**config.mk**
```make
export PLATFORM = sky130hd
export DESIGN_NAME = stream_pipe_reg
export DESIGN_NICKNAME = d
export VERILOG_FILES = /design/src/rtl/stream_pipe_reg.sv
export SDC_FILE = /design/constraint.sdc
export NUM_CORES = 1
export LEC_CHECK = 0
export ABC_AREA = 1
export CAP_MARGIN = 5
export CORE_AREA = 5 5 42 44
export DETAILED_ROUTE_END_ITERATION = 7
export DIE_AREA = 0 0 47 49
export SETUP_SLACK_MARGIN = 0.02
export SLEW_MARGIN = 5
export SYNTH_ARGS = -nofsm -noshare
export SYNTH_HDL_FRONTEND = slang
export SYNTH_SLANG_ARGS = --single-unit
```
**constraint.sdc**
```tcl
create_clock -name clk_i -period 1.15 [get_ports clk_i]
set_input_delay 0.115 -clock clk_i [delete_from_list [all_inputs] [get_ports clk_i]]
set_output_delay 0.115 -clock clk_i [all_outputs]
set_load 0.02 [all_outputs]
```
**src/rtl/stream_pipe_reg.sv**
```systemverilog
// Elastic Depth-stage valid/ready pipeline register with synchronous flush and occupancy count.
// Optional macro STREAM_PIPE_REG_DATA_RESET_EN adds a synchronous reset of the data registers.
module stream_pipe_reg #(
  parameter type         dtype    = logic,
  parameter int unsigned Depth    = 2,
  parameter int unsigned CntWidth = (Depth > 0) ? $clog2(Depth + 1) : 1
) (
  input  logic                clk_i,
  input  logic                rst_ni,
  input  logic                flush_i,
  input  logic                valid_i,
  output logic                ready_o,
  input  dtype                data_i,
  output logic                valid_o,
  input  logic                ready_i,
  output dtype                data_o,
  output logic [CntWidth-1:0] occ_o
);

  if (Depth == 0) begin : g_bypass
    // No storage: the stream passes straight through, only ready is gated by flush.
    logic unused_c;
    assign unused_c = clk_i ^ rst_ni;
    assign valid_o  = valid_i;
    assign data_o   = data_i;
    assign ready_o  = ready_i & ~flush_i;
    assign occ_o    = '0;
  end else begin : g_pipe
    logic [Depth-1:0]    valid_q;
    logic [Depth-1:0]    valid_d;
    logic [Depth-1:0]    in_v_c;
    logic [Depth-1:0]    load_c;
    logic [Depth:0]      rdy_c;
    logic                rdy_acc;
    logic [CntWidth-1:0] occ_c;
    dtype                data_q [Depth];
    dtype                in_d_c [Depth];

    // Ready chain runs from the output side back to the input; a stage accepts if empty or draining.
    always_comb begin
      rdy_c        = '0;
      rdy_acc      = ready_i;
      rdy_c[Depth] = ready_i;
      for (int k = int'(Depth) - 1; k >= 0; k--) begin
        rdy_acc  = ~valid_q[k] | rdy_acc;
        rdy_c[k] = rdy_acc;
      end
    end

    always_comb begin
      in_v_c    = '0;
      in_v_c[0] = valid_i & ~flush_i;
      in_d_c[0] = data_i;
      for (int k = 1; k < int'(Depth); k++) begin
        in_v_c[k] = valid_q[k-1];
        in_d_c[k] = data_q[k-1];
      end
    end

    always_comb begin
      valid_d = valid_q;
      load_c  = '0;
      for (int k = 0; k < int'(Depth); k++) begin
        if (rdy_c[k]) begin
          valid_d[k] = in_v_c[k];
          load_c[k]  = in_v_c[k];
        end
      end
      if (flush_i) valid_d = '0;
    end

    always_ff @(posedge clk_i) begin
      if (!rst_ni) valid_q <= '0;
      else         valid_q <= valid_d;
    end

    // Data only moves with a valid beat so empty slots never disturb held payloads.
    always_ff @(posedge clk_i) begin
`ifdef STREAM_PIPE_REG_DATA_RESET_EN
      if (!rst_ni) begin
        for (int k = 0; k < int'(Depth); k++) data_q[k] <= '0;
      end else begin
        for (int k = 0; k < int'(Depth); k++) begin
          if (load_c[k]) data_q[k] <= in_d_c[k];
        end
      end
`else
      for (int k = 0; k < int'(Depth); k++) begin
        if (load_c[k]) data_q[k] <= in_d_c[k];
      end
`endif
    end

    always_comb begin
      occ_c = '0;
      for (int k = 0; k < int'(Depth); k++) occ_c = occ_c + CntWidth'(valid_q[k]);
    end

    assign valid_o = valid_q[Depth-1];
    assign data_o  = data_q[Depth-1];
    assign ready_o = rdy_c[0] & ~flush_i;
    assign occ_o   = occ_c;
  end

endmodule

```
Word level (Yosys, flattened, before mapping)
Memories as Yosys holds them, arrays and structs flattened.
Cells that the tools add are included.

word-level totals
  RAM bits = 2
  input bits = 6
  memories = 1
  register bits = 2
  logic and storage cells = 19

operators by class
  multiplexer cells = 6
  bitwise gates (word level) = 8
  reductions and logical operators = 1
  $add $sub $neg = 1

memories
  memory         words  width  read ports  clocked after Yosys merged registers in  write ports  RTL line  text
  g_pipe.data_q  2      1      2           0                                        2            36        dtype data_q [Depth];

operators with widths
  operator                                count
  1-bit 2-to-1 mux                        6
  1-bit inverter                          4
  1-bit by 1-bit adder with 2-bit output  1
  1-bit AND                               2
  1-bit bitwise OR                        2
  2-bit OR reduction                      1

Logic depth before layout (Yosys ltp)
Gate-level depths: netlist of run 1.

  word-level depth = 6
  mapped depth = 4
  depth with buffers taken out = 4

Least setup slack after synthesis of run 1
Ideal clock, no wire load.

  path type = reg2reg
  start point = register g_pipe.valid_q[1]
  end point = memory g_pipe.data_q[0][0] (netlist bit), enable pin
  setup slack = 0.184 ns
  stages on the path, launching flop included = 4
  library setup time = 0.237 ns
  arrival = 0.729 ns
  required time = 0.913 ns
  cell sequence = dfxtp_1 nand3_2 nand3_1 inv_1

RTL lines
  element                 RTL line  text
  start, declared         29        logic [Depth-1:0] valid_q;
  start signal, assigned  74        else valid_q <= valid_d;
  end, declared           36

Worst setup path in the final report of run 1
  start point = register g_pipe.valid_q[1]
  end point = output ready_o

between the ends
  longest elaborated chain between the ends = 4

ends and longest elaborated chain
  element                         RTL line  text
  1-bit inverter                  45        rdy_acc = ~valid_q[k] | rdy_acc;
  1-bit bitwise OR (2 in series)  45
  1-bit AND                       101       assign ready_o = rdy_c[0] & ~flush_i;
  end, declared                   12        output logic ready_o,

Every way passes these cells.

==> metrics.txt, run 1 <==
Slew headroom 86.11%; fillers about 160; synthesis-to-layout area growth 95.83%; HPWL Detailed about 310 microns; core area 0.001401 sq mm; Reg2Reg Depth 2; Die W 47 microns; Yosys cell types 10; share of cells above drive strength 1 41.67%; antenna cells 0; R2R Setup Slk ~0.24 ns; GRT Total Usage roughly 4.2%; Layout Nets 44; worst r2r src g_pipe.valid_q[1]; Max Clk Rate a little over 0.9 GHz; CP max stage cell dfxtp_2; Synth Warn # 0; clk root buf clkbuf_4; vias in the first global route around 170; Mapped Cells 19; minimum clock period after layout between 1 and 1.5 ns; Final setup viols 0; Via density 3.308; max-slew violations 0; CTS tree yes; xor/xnor share of the synthesized area 0%; largest family of logic cells by synthesized area simple AND/OR/NAND/NOR gates; max-cap violations 0; CTS resizes 15; Critical Path Max Stage Delay around 0.37 ns; effective utilization at floorplan roughly an eighth; WL/cell 7.288 microns; r2r endpoint g_pipe.data_q[0][1]; final non-filler cell total 52; Detailed Routing Iterations Pass 1 1; Final Hold Viols 0; arrival time at the worst endpoint about 0.96 ns; crit-path max FO 4; adder-cell share of the synthesized area between 6 and 7%; I/O pin cnt 11; clk_skew between 0.006 and 0.007 ns; clock sinks 4; worst-skew pair later-pin latency ~0.24 ns; placed cells 48; Synth Area in Simple Gates 14.58%; RD Place Congestion between 0.6 and 0.7; total grt overflow 0; DRT antenna net count 0; worst path cell trace nand3_2 > nand2_1 > inv_1 > buf_2; startpoint types register; post-route worst setup slack 0.07509 ns; H-Tree Depth 1; Routed WL roughly 380 microns; Synth Cell Area roughly 180 sq um; initial antenna violation count 0; Min Hold Slack approximately 0.42 ns; Chip Height between 40 and 50 microns; Final Util between 20 and 30%; Max IR drop VDD 0.0002623 V; DRC 0; dpl ws -0.3619 ns; CP Launch Point g_pipe.valid_q[1]; Port Buf Inserts 10; leakage 0.1659 nW; number of synthesized register bits 4; first-pass GRT wire length 614 microns; Critical Path End ready_o; critical path required time 1.03 ns; Reg clk slew, reported paths ~0.040 ns; crit path capture type primary output; RSZ-0062 raised after global routing yes; cell taking the most area after synthesis edfxtp_1; DR iter-0 viols 0; Post-CTS Setup Bufs 0; Hold Crit Class reg -> reg; Max Root-Sink Buffers 2; Worst Tran Pin Value 0.2093 ns; largest net degree at the start of global routing 5; Avg Cell Area, Syn ~9.5 sq um; status finished, final reports clean; Post-CTS Hold Fix Bufs 0; top cell type's share of synthesized area roughly a third; compound-gate portion of the synthesized area about a tenth; top cells by area, synth edfxtp_1 (33%), dfxtp_1 (22%), inv_1 (10%); # rows 14; die area between 0.002 and 0.0025 sq mm; crit share post-route 93.47%; synthesized net count 26; hold wc startpoint g_pipe.data_q[0][0]; PwrDens approximately 1100 mW/mm^2; critical path class reg -> out; via count about 170; register area share after synthesis between 50% and 60%; CTS buffer count 3; multiplexer area fraction after synthesis 0%
## how the worst min path moves through the flow
stage,end,slack (ns),depth (start not counted)
finish,g_pipe.data_q[0][1],0.42,0
detailed placement,g_pipe.data_q[0][1],0.41,0
global route,g_pipe.data_q[0][0],0.42,1
floorplan,g_pipe.data_q[0][0],0.21,0
CTS,g_pipe.data_q[0][1],0.42,0
global placement,g_pipe.data_q[0][1],0.40,0
## critical path: cells and delay by family, from the launching register on
family	cells	cell delay (ns)
buffers and inverters	2	0.17
DFF	1	0.37
and+or+nand+nor	2	0.19
## sequential cells by signal (all words and copies together) (netlist names)
register        flops
g_pipe.valid_q      2
g_pipe.data_q       2
## routing by layer
metal	GRT usage (%)	wire [microns]
met4	8.295	0
met2	4.751	170
met1	3.744	150
met5	0	0
met3	1.476	59
## cell usage in the layout (no fill, tap or decap), types with 2 or more instances in the layout
master	count
dlygate4sd2_1	2
clkbuf_4	3
nand2_1	3
inv_1	5
buf_4	3
buf_2	2
clkdlybuf4s50_1	5
dfxtp_2	2
edfxtp_1	2
a21oi_1	2
## power breakdown
part	switching, mW	internal (mW)
combinational	0.0223	0.0326
sequential	0.00345	0.156
clock	0.0588	0.130
total	0.0846	0.319
## synthesized netlist by cell type
library cell,instances
inv_1,5
nand2_1,3
a21oi_1,2
dfxtp_1,2
edfxtp_1,2
a21oi_2,1
ha_1,1
inv_2,1
nand3_1,1
nand3_2,1
## stage by stage
| stage | instance area, sq um | power, mW | TNS [ns] |
|---|---|---|---|
| floorplan | 180.2 | 0.1811 | 0 |
| detailed placement | 322.8 | 0.2168 | -0.6896 |
| CTS | 340.3 | 0.4107 | 0 |
| finish | 352.8 | 0.4033 | 0 |
| global route | 352.8 | 0.4351 | -0.007551 |
| global placement | 322.8 | 0.2160 | -0.6531 |
## cell families (layout without fill, tap and decap cells)
| kind of cell | after synthesis | after routing |
|---|---|---|
| adders and majority gates | 1 | 1 |
| DFF | 4 | 4 |
| buffers and inverters | 6 | 23 |
| AOI/OAI and AO/OA | 3 | 3 |
| and+or+nand+nor | 5 | 5 |
## final cells by class
type / count / area [sq um] / area share, %
Clock buffer: 4 / 26.28 / 7.447
Inverter: 6 / 22.52 / 6.383
Multi-Input combinational cell: 9 / 70.07 / 19.86
Sequential cell: 4 / 102.6 / 29.08
Tap cell: 16 / 20.02 / 5.674
Timing Repair Buffer: 13 / 111.4 / 31.56
(Power assumes the default switching activity.)
==> run 2, diff against run 1 <==
--- a/config.mk
+++ b/config.mk
@@ -6,7 +6,7 @@
 export NUM_CORES = 1
 export LEC_CHECK = 0
 export ABC_AREA = 1
-export CAP_MARGIN = 5
+export CAP_MARGIN = 20
 export CORE_AREA = 5 5 42 44
 export DETAILED_ROUTE_END_ITERATION = 7
 export DIE_AREA = 0 0 47 49
==> results of run 2 <==
The final DEF is identical to that of run 1; final timing and power are the same.
